$ cat src/rtl/pipeline_pkg.sv
// Shared pipeline constants: register-index width, the hardwired zero register,
// and the default mult/div occupancy.
package pipeline_pkg;
   localparam int REG_IDX_W          = 5;
   localparam int MULDIV_LATENCY_DEF = 4;

   typedef logic [REG_IDX_W-1:0] reg_idx_t;

   localparam reg_idx_t REG_ZERO = 5'd0;
endpackage

$ cat src/rtl/hazard_ctrl_unit_if.sv
// Hazard controller bundle: ID/EX hazard sources in, pipeline control strobes out.
// master = pipeline datapath side, slave = hazard controller.
interface hazard_ctrl_unit_if #(
   parameter int STALL_CNT_W = 16
);
   import pipeline_pkg::*;

   reg_idx_t               IFID_Rs;
   reg_idx_t               IFID_Rt;
   logic                   ID_UsesRt;
   logic                   IDEX_MemRead;
   reg_idx_t               IDEX_Rt;
   logic                   ID_BranchTaken;
   logic                   ID_Jump;
   logic                   ID_MulDivStart;
   logic                   ID_MulDivUse;
   logic                   PCWrite;
   logic                   IFID_WriteEnable;
   logic                   IFID_Flush;
   logic                   IDEX_Bubble;
   logic                   MulDiv_Busy;
   logic [STALL_CNT_W-1:0] Stall_Count;

   modport master (
      output IFID_Rs, IFID_Rt, ID_UsesRt, IDEX_MemRead, IDEX_Rt,
             ID_BranchTaken, ID_Jump, ID_MulDivStart, ID_MulDivUse,
      input  PCWrite, IFID_WriteEnable, IFID_Flush, IDEX_Bubble,
             MulDiv_Busy, Stall_Count
   );

   modport slave (
      input  IFID_Rs, IFID_Rt, ID_UsesRt, IDEX_MemRead, IDEX_Rt,
             ID_BranchTaken, ID_Jump, ID_MulDivStart, ID_MulDivUse,
      output PCWrite, IFID_WriteEnable, IFID_Flush, IDEX_Bubble,
             MulDiv_Busy, Stall_Count
   );
endinterface

$ cat src/rtl/load_use_detect.sv
// Combinational load-use compare between the load in EX and the source operands in ID.
// A load targeting the zero register can never create a dependency.
module load_use_detect
   import pipeline_pkg::*;
(
   input  reg_idx_t ifid_rs,
   input  reg_idx_t ifid_rt,
   input  logic     id_uses_rt,
   input  logic     idex_mem_read,
   input  reg_idx_t idex_rt,
   output logic     load_use
);
   assign load_use = idex_mem_read && (idex_rt != REG_ZERO) &&
                     ((idex_rt == ifid_rs) || (id_uses_rt && (idex_rt == ifid_rt)));
endmodule

$ cat src/rtl/hazard_ctrl_unit.sv
// Pipeline hazard controller: load-use and mult/div stalls, redirect flush, stall counter.
// Control outputs are combinational (zero latency); only the busy and stall counters are state.
module hazard_ctrl_unit
   import pipeline_pkg::*;
#(
   parameter int MULDIV_LATENCY = MULDIV_LATENCY_DEF,
   parameter int STALL_CNT_W    = 16
) (
   input  logic               Clock,
   input  logic               Reset,
   hazard_ctrl_unit_if.slave  bus
);
   localparam int                BUSY_W    = $clog2(MULDIV_LATENCY + 1);
   localparam logic [BUSY_W-1:0] BUSY_LOAD = BUSY_W'(MULDIV_LATENCY);

   logic [BUSY_W-1:0]      busy_cnt;
   logic [STALL_CNT_W-1:0] stall_cnt;
   logic                   load_use;
   logic                   muldiv_busy;
   logic                   md_stall;
   logic                   stall;
   logic                   redirect;

   load_use_detect u_load_use_detect (
      .ifid_rs       (bus.IFID_Rs),
      .ifid_rt       (bus.IFID_Rt),
      .id_uses_rt    (bus.ID_UsesRt),
      .idex_mem_read (bus.IDEX_MemRead),
      .idex_rt       (bus.IDEX_Rt),
      .load_use      (load_use)
   );

   assign muldiv_busy = (busy_cnt != '0);
   assign md_stall    = muldiv_busy && bus.ID_MulDivUse;
   assign stall       = load_use || md_stall;
   assign redirect    = bus.ID_BranchTaken || bus.ID_Jump;

   // Stall outranks redirect: the branch operands may still be in flight,
   // so the redirect is simply re-evaluated once the stall clears.
   assign bus.PCWrite          = !stall;
   assign bus.IFID_WriteEnable = !stall;
   assign bus.IDEX_Bubble      = stall;
   assign bus.IFID_Flush       = redirect && !stall;
   assign bus.MulDiv_Busy      = muldiv_busy;
   assign bus.Stall_Count      = stall_cnt;

   always_ff @(posedge Clock or negedge Reset) begin
      if (!Reset) begin
         busy_cnt  <= '0;
         stall_cnt <= '0;
      end else begin
         if (bus.ID_MulDivStart && !stall) begin
            busy_cnt <= BUSY_LOAD;
         end else if (muldiv_busy) begin
            busy_cnt <= busy_cnt - BUSY_W'(1);
         end
         if (stall && (stall_cnt != '1)) begin
            stall_cnt <= stall_cnt + STALL_CNT_W'(1);
         end
      end
   end
endmodule

$ cat src/flat_wrapper.sv
// flat-port wrapper written by rule: the top's interface ports become plain ports
module hazard_ctrl_unit_flat import pipeline_pkg::*;
#(
   parameter int MULDIV_LATENCY = MULDIV_LATENCY_DEF,
   parameter int STALL_CNT_W    = 16
)
  (Clock, Reset, bus_IFID_Rs, bus_IFID_Rt, bus_ID_UsesRt, bus_IDEX_MemRead, bus_IDEX_Rt, bus_ID_BranchTaken, bus_ID_Jump, bus_ID_MulDivStart, bus_ID_MulDivUse, bus_PCWrite, bus_IFID_WriteEnable, bus_IFID_Flush, bus_IDEX_Bubble, bus_MulDiv_Busy, bus_Stall_Count);
  hazard_ctrl_unit_if #(.STALL_CNT_W(STALL_CNT_W)) bus_i ();
  input  logic Clock;
  input  logic Reset;
  input wire logic [$bits(bus_i.IFID_Rs)-1:0] bus_IFID_Rs;
  input wire logic [$bits(bus_i.IFID_Rt)-1:0] bus_IFID_Rt;
  input wire logic [$bits(bus_i.ID_UsesRt)-1:0] bus_ID_UsesRt;
  input wire logic [$bits(bus_i.IDEX_MemRead)-1:0] bus_IDEX_MemRead;
  input wire logic [$bits(bus_i.IDEX_Rt)-1:0] bus_IDEX_Rt;
  input wire logic [$bits(bus_i.ID_BranchTaken)-1:0] bus_ID_BranchTaken;
  input wire logic [$bits(bus_i.ID_Jump)-1:0] bus_ID_Jump;
  input wire logic [$bits(bus_i.ID_MulDivStart)-1:0] bus_ID_MulDivStart;
  input wire logic [$bits(bus_i.ID_MulDivUse)-1:0] bus_ID_MulDivUse;
  output wire logic [$bits(bus_i.PCWrite)-1:0] bus_PCWrite;
  output wire logic [$bits(bus_i.IFID_WriteEnable)-1:0] bus_IFID_WriteEnable;
  output wire logic [$bits(bus_i.IFID_Flush)-1:0] bus_IFID_Flush;
  output wire logic [$bits(bus_i.IDEX_Bubble)-1:0] bus_IDEX_Bubble;
  output wire logic [$bits(bus_i.MulDiv_Busy)-1:0] bus_MulDiv_Busy;
  output wire logic [$bits(bus_i.Stall_Count)-1:0] bus_Stall_Count;
  assign bus_i.IFID_Rs = bus_IFID_Rs;
  assign bus_i.IFID_Rt = bus_IFID_Rt;
  assign bus_i.ID_UsesRt = bus_ID_UsesRt;
  assign bus_i.IDEX_MemRead = bus_IDEX_MemRead;
  assign bus_i.IDEX_Rt = bus_IDEX_Rt;
  assign bus_i.ID_BranchTaken = bus_ID_BranchTaken;
  assign bus_i.ID_Jump = bus_ID_Jump;
  assign bus_i.ID_MulDivStart = bus_ID_MulDivStart;
  assign bus_i.ID_MulDivUse = bus_ID_MulDivUse;
  assign bus_PCWrite = bus_i.PCWrite;
  assign bus_IFID_WriteEnable = bus_i.IFID_WriteEnable;
  assign bus_IFID_Flush = bus_i.IFID_Flush;
  assign bus_IDEX_Bubble = bus_i.IDEX_Bubble;
  assign bus_MulDiv_Busy = bus_i.MulDiv_Busy;
  assign bus_Stall_Count = bus_i.Stall_Count;
  hazard_ctrl_unit #(.MULDIV_LATENCY(MULDIV_LATENCY), .STALL_CNT_W(STALL_CNT_W)) u_core (.Clock(Clock), .Reset(Reset), .bus(bus_i));
endmodule
$ cat config.mk
export PLATFORM = sky130hd
export DESIGN_NAME = hazard_ctrl_unit_flat
export DESIGN_NICKNAME = d
export VERILOG_FILES = /design/src/rtl/pipeline_pkg.sv /design/src/rtl/hazard_ctrl_unit_if.sv /design/src/rtl/load_use_detect.sv /design/src/rtl/hazard_ctrl_unit.sv /design/src/flat_wrapper.sv
export SDC_FILE = /design/constraint.sdc
export NUM_CORES = 1
export LEC_CHECK = 0
export CELL_PAD_IN_SITES_DETAIL_PLACEMENT = 1
export CELL_PAD_IN_SITES_GLOBAL_PLACEMENT = 1
export CORE_ASPECT_RATIO = 2
export CORE_UTILIZATION = 30
export CTS_CLUSTER_DIAMETER = 60
export DETAILED_ROUTE_END_ITERATION = 16
export PLACE_DENSITY_LB_ADDON = 0.1
export SYNTH_ARGS = -nofsm -noshare
export SYNTH_HDL_FRONTEND = slang
export SYNTH_SLANG_ARGS = --single-unit
$ cat constraint.sdc
create_clock -name Clock -period 3.5 [get_ports Clock]
set_clock_uncertainty 0.15 [all_clocks]
set_input_delay 0.525 -clock Clock [delete_from_list [all_inputs] [get_ports Clock]]
set_output_delay 0.525 -clock Clock [all_outputs]
set_load 0.005 [all_outputs]
Word-level counts from Yosys, hierarchy flattened
Index checks and enable logic that the tools add are counted.
Widths: inputs -> output; s select.
{ "classes": {"mux": 2, "n_reduce_logical": 14, "n_addsub": 2, "eq_ne": 3} }
{ "op_table": {"columns": ["cell", "n"], "rows": [
  ["$add 16x1->16 const B", 1],
  ["$ne 16x16->1 const B", 1],
  ["$eq 5x5->1", 2],
  ["$logic_and 1x1->1", 7],
  ["$mux 3", 2],
  ["$reduce_bool 5->1", 1],
  ["$logic_or 1x1->1", 3],
  ["$reduce_bool 3->1", 1],
  ["$sub 3x1->3 const B", 1],
  ["$reduce_bool 2->1", 1],
  ["$logic_not 1->1", 1]
]} }
{ "word_totals": {"wordCells": 23, "reg_bits": 19} }

Logic depth before layout (Yosys ltp)
{ "logic_depth": {"word_depth": 8, "mapped_depth": 8} }

Modules after synthesis
From an unflattened synthesis, not the netlist that was laid out.
{ "unflattened": {"hier_cells": 106, "area_unflattened_um2": 1098.6} }
{ "by_module_without_submodules": {"columns": ["mod", "cells_each", "instances", "seq_area_each_um2", "area_each_um2"], "rows": [
  ["hazard_ctrl_unit", 89, 1, 475.5, 965.9],
  ["load_use_detect", 17, 1, 0.0, 132.6]
]} }

Worst setup path before layout
No wires, ideal clock.
{ "synth_timing": {"path_type": "input port to output port", "startpoint": "input bus_IDEX_Rt[0]", "endpoint": "output bus_IFID_Flush", "t_arrival_ps": 1808, "cell_stages": 6, "slack_ps": 1017, "cell_sequence": "or4_1 -> o21ai_1 -> o21a_4 -> buf_6 -> inv_1 -> nor2_1"} }
{ "synth_between": {"elab_chain_cells": 7, "word_cells_on_any_way": 10} }
{ "synth_lines": {"columns": ["item", "line", "source"], "rows": [
  ["start: declaration", "flat_wrapper.sv:15", "input wire logic [$bits(bus_i.IDEX_Rt)-1:0] bus_IDEX_Rt;"],
  ["$eq 5x5->1", "load_use_detect.sv:14", "((idex_rt == ifid_rs) || (id_uses_rt && (idex_rt == ifid_rt)));"],
  ["$logic_and 1x1->1", "load_use_detect.sv:14", null],
  ["$logic_or 1x1->1", "load_use_detect.sv:14", null],
  ["$logic_and 1x1->1 *", "load_use_detect.sv:13", "assign load_use = idex_mem_read && (idex_rt != REG_ZERO) &&"],
  ["$logic_or 1x1->1 *", "hazard_ctrl_unit.sv:35", "assign stall = load_use || md_stall;"],
  ["$logic_not 1->1 *", null, null],
  ["named net bus_IFID_WriteEnable", "flat_wrapper.sv:21", "output wire logic [$bits(bus_i.IFID_WriteEnable)-1:0] bus_IFID_WriteEnable;"],
  ["$logic_and 1x1->1 *", "hazard_ctrl_unit.sv:43", "assign bus.IFID_Flush = redirect && !stall;"],
  ["end: declaration", "flat_wrapper.sv:22", "output wire logic [$bits(bus_i.IFID_Flush)-1:0] bus_IFID_Flush;"]
]} }
Mark *: on every way through the listed nets, which the timed path passes. The rest lies on a longest branch.

Final worst setup path
{ "layout_timing": {"startpoint": "input bus_IDEX_Rt[0]", "endpoint": "output bus_IFID_Flush"} }
{ "layout_between": {"elab_chain_cells": 7, "word_cells_on_any_way": 10} }
{ "layout_lines": {"columns": ["item", "line"], "rows": [
  ["$eq 5x5->1", "load_use_detect.sv:14"],
  ["$logic_and 1x1->1", "load_use_detect.sv:14"],
  ["$logic_or 1x1->1", "load_use_detect.sv:14"],
  ["$logic_and 1x1->1 *", "load_use_detect.sv:13"],
  ["$logic_or 1x1->1 *", "hazard_ctrl_unit.sv:35"],
  ["$logic_not 1->1 *", "hazard_ctrl_unit.sv:43"],
  ["$logic_and 1x1->1 *", "hazard_ctrl_unit.sv:43"]
]} }
Every way passes the cells marked *; elsewhere a longest branch is shown, timed or not.

==> flow_results.org <==
** Run status
- Outcome :: complete, no violations

** Clock tree
- Number of buffers inserted during clock tree synthesis :: 3
- Post-cts gate resize count :: 0
- Maximum count of clock buffers along a single path :: 2
- The later pin in the worst-skew pair is clocked with a latency of 0.26 ns.
- Hold repair after CTS inserted 0 buffers.
- Number of buffers inserted by post-CTS setup repair :: 0
- After clock tree synthesis, the clock-pin slew on the worst setup and hold paths is 0.08 ns.
- TritonCTS built the clock tree.
- Max H-tree Level :: 1
- Clock tree synthesis selected as its root buffer the cell sky130_fd_sc_hd__clkbuf_8.
- Clock sink count :: 19

** Setup path
- Among all stages on the critical path, the largest delay is contributed by sky130_fd_sc_hd__or4_1.
- Type of the setup path with the least slack :: primary input to output port
- The startpoint identified for the worst register-to-register timing path is u_core.busy_cnt[0].
- Startpoint Class :: primary input
- Worst Path Required :: 2.82 ns
- Tracing the worst setup path back leads to its startpoint at bus_IDEX_Rt[0].
- For the worst setup path, the data arrival time is 2.67 ns.
- For this run, the slowest stage of the critical path takes 0.55 ns.
- STA classifies the critical path endpoint as an output port.
- By instance count, the cell type seen most on the critical path is sky130_fd_sc_hd__clkdlybuf4s50_1.
- In this run the worst path has a maximum fanout of 4.
- The critical path goes through clkdlybuf4s50_1 > or4_1 > o21ai_1 > o21a_4 > inv_1 > nor2_1 > clkdlybuf4s50_1.

** Power and ir drop
- Combinational fraction of design power :: 43.0%
- For this design the total switching power over the nets is 0.303 mW.
- In this run the power density over the cells is 513 mW/mm^2.
- Leak pwr :: 0.700 nW
- Maximum vdd drop :: 0.000344 V
- Portion of total power attributed to sequential cells :: 39.2%
- In this run switching power makes up 34.7% of total power.
- The internal portion of the total power is 0.571 mW.
- Clock group share of total power :: 17.8%

** Timing
- Setup repair after global routing left no endpoint under its margin.
- The worst path uses 95.5% of the clock period.
- Shortest clock period the worst path allows after layout :: 3.34 ns
- For the pin with the worst max-slew slack, the measured transition is 0.920 ns.
- Final Hold Viols :: 0
- Summed over all failing endpoints, the final setup total negative slack is 0 ns.
- Final Max Tran Viols :: 0
- Total of endpoints with negative setup slack in the final report :: 0
- The worst pin sits at a relative slew slack of 38.5%.
- Highest clock rate :: 299 MHz
- Worst-case hold slack :: 0.304 ns

** Finish
- The number of antenna diodes in the final layout is 0.
- At the end of the flow, the number of nets in the layout was 182.
- Fraction of final layout cells with drive strength greater than 1 :: 11.0%
- The filler cells instantiated in the layout total 431.
- From synthesis to final layout, the design area changed by 44.7%.

** Global routing
- Global-route wire length before repair :: 5310 um
- The number of antenna violations at the first check in global routing is 0.
- Entering global routing, the biggest net connects 20 pins.
- Global routing used 17.4% of the available tracks.
- GRT overflow :: 0
- The number of global-route vias before repair came to 1139.

** Yosys
- Distinct cells, synth :: 34
- In this run, synthesis produced a sequential element count of 19.
- Proportion of synthesized chip area in sequential cells :: 40.4%
- Instance count of the mapped netlist :: 109
- Number of warnings issued by yosys :: 0
- Post-synth net total :: 135
- Dividing the synthesized area by the synthesized cell count gives 10.8 sq um.
- Cell Area, Synth :: 0.00118 sq mm

** Die
- Die H :: 90.6 um
- After floorplanning, the core was divided into 31 placement rows.
- Chip Width :: 46.3 um
- The initial utilization of the core area, before any placement, comes to 32.0%.
- In this run the standard cell core region covers 0.00368 sq mm.
- The die covers 0.00419 sq mm.
- 44 I/O pins were placed.

** Routing
- Wire length per cell :: 15.8 um
- Using the TritonRoute via totals, the vias-per-cell ratio works out to 5.01.
- Violation count after the first detailed-routing iteration :: 4
- In the routed design, unresolved DRC markers number 0.
- First-pass DRT Iterations :: 2
- After detailed routing, the total wire length is 3220 um.
- Via count :: 1022
- In this run the remaining antenna-violating nets after routing total 0.

** Job
- The tool flagged a number of max-cap violations equal to 0.

** Place
- DPL Wire Length :: 2650 um
- GPL Wtd Cong :: 0.759
- Port buffering added 43 buffers.

** Hold path
- HP Start :: u_core.busy_cnt[0]
- The worst hold path belongs to the class flop to flop.
[power groups by stage]
| stage | clock network, mW | logic, mW | registers (mW) |
|---|---|---|---|
| floorplan | 0 | 0.195 | 0.337 |
| global placement | 0 | 0.373 | 0.344 |
| detailed placement | 0 | 0.382 | 0.346 |
| CTS | 0.162 | 0.385 | 0.343 |
| global route | 0.172 | 0.418 | 0.352 |
| finish | 0.156 | 0.376 | 0.343 |
[through the flow]
stage / cells / worst slack, ns / util [%] / instance area, sq um / power [mW]
global placement: 200 / 0.220 / 45.0 / 1660 / 0.717
CTS: 204 / 0.139 / 46.2 / 1700 / 0.891
global route: 204 / 0.0733 / 46.2 / 1700 / 0.942
floorplan: 109 / 1.02 / - / 1180 / 0.533
detailed placement: 200 / 0.146 / 45.0 / 1660 / 0.728
finish: 204 / 0.159 / 46.2 / 1700 / 0.874
[cell families after synthesis]
logic type	synth area share (%)
xor gates and xnor gates	15.6
AOI/OAI and AO/OA	9.03
adders and majority gates	3.19
DFF	40.4
and+or+nand+nor	26.4
muxes	1.91
buffers and inverters	3.51
[sequential cells by signal, summed over array words and instances, names as in the netlist]
name,flops
u_core.bus.Stall_Count,16
u_core.busy_cnt,3
[layout make-up]
cell class / count / area, sq um / share of cell area [%]
Clock buffer: 3 / 41.3 / 2.42
Clock inverter: 1 / 5.00 / 0.294
Inverter: 4 / 15.0 / 0.881
Multi-Input combinational cell: 83 / 661 / 38.8
Sequential cell: 19 / 475 / 27.9
Tap cell: 49 / 61.3 / 3.60
Timing Repair Buffer: 45 / 445 / 26.1
[routing by layer]
layer	track usage [%]	part of all wire, %	wire (um)	up-vias
li1	-	-	-	482
met5	0	0	0	-
met2	34.7	63	2040	25
met4	5.88	1.2	40	0
met1	15.9	31	1010	511
met3	1.80	4.0	128	4
[placed cells by master, fill, tap and decap left out, types with 4 or more instances in the layout]
cell and n:
sky130_fd_sc_hd__xor2_1 19, sky130_fd_sc_hd__clkdlybuf4s50_1 43, sky130_fd_sc_hd__nand3_1 5, sky130_fd_sc_hd__nand2_1 7, sky130_fd_sc_hd__dfrtp_1 19, sky130_fd_sc_hd__nor3_1 4
sky130_fd_sc_hd__inv_1 4, sky130_fd_sc_hd__nor2_1 8
[worst max-delay path, delay by kind of cell]
family / cells / cell delay [ns]
buffers and inverters: 3 / 1.02
and+or+nand+nor: 2 / 0.64
AOI/OAI and AO/OA: 2 / 0.48
[cell usage after synthesis, drive strengths merged]
cell type,number,area (sq um)
or4,1,7.51
inv,4,15.0
o21a,1,15.0
and4bb,1,12.5
o2bb2ai,1,8.76
xnor2,2,17.5
o22ai,1,6.26
and4,2,17.5
ha,3,37.5
nor2,9,36.3
nand2b,1,6.26
dfrtp,19,475
nand3,5,25.0
nor2b,1,6.26
a221o,1,10.0
a31oi,3,18.8
mux2,2,22.5
nor4,6,95.1
nor4b,3,45.0
nand4,1,6.26
o21ai,3,15.0
a221oi,1,8.76
nand2,7,26.3
a21oi,3,15.0
nor3,4,20.0
a32oi,1,8.76
and3,1,6.26
buf,3,26.3
xor2,19,166
[final timing paths]
kind	end	slack [ns]	cells after the start
max	bus_IFID_Flush	0.16	7
min	u_core.busy_cnt[0]	0.30	1
max reg2reg	u_core.bus.Stall_Count[14]	1.22	8
min reg2reg	u_core.busy_cnt[0]	0.30	1
max in group asynchronous	u_core.bus.Stall_Count[7]	2.01	1
min in group asynchronous	u_core.bus.Stall_Count[10]	0.63	1
Note: power is estimated with default switching activity, not from simulation.
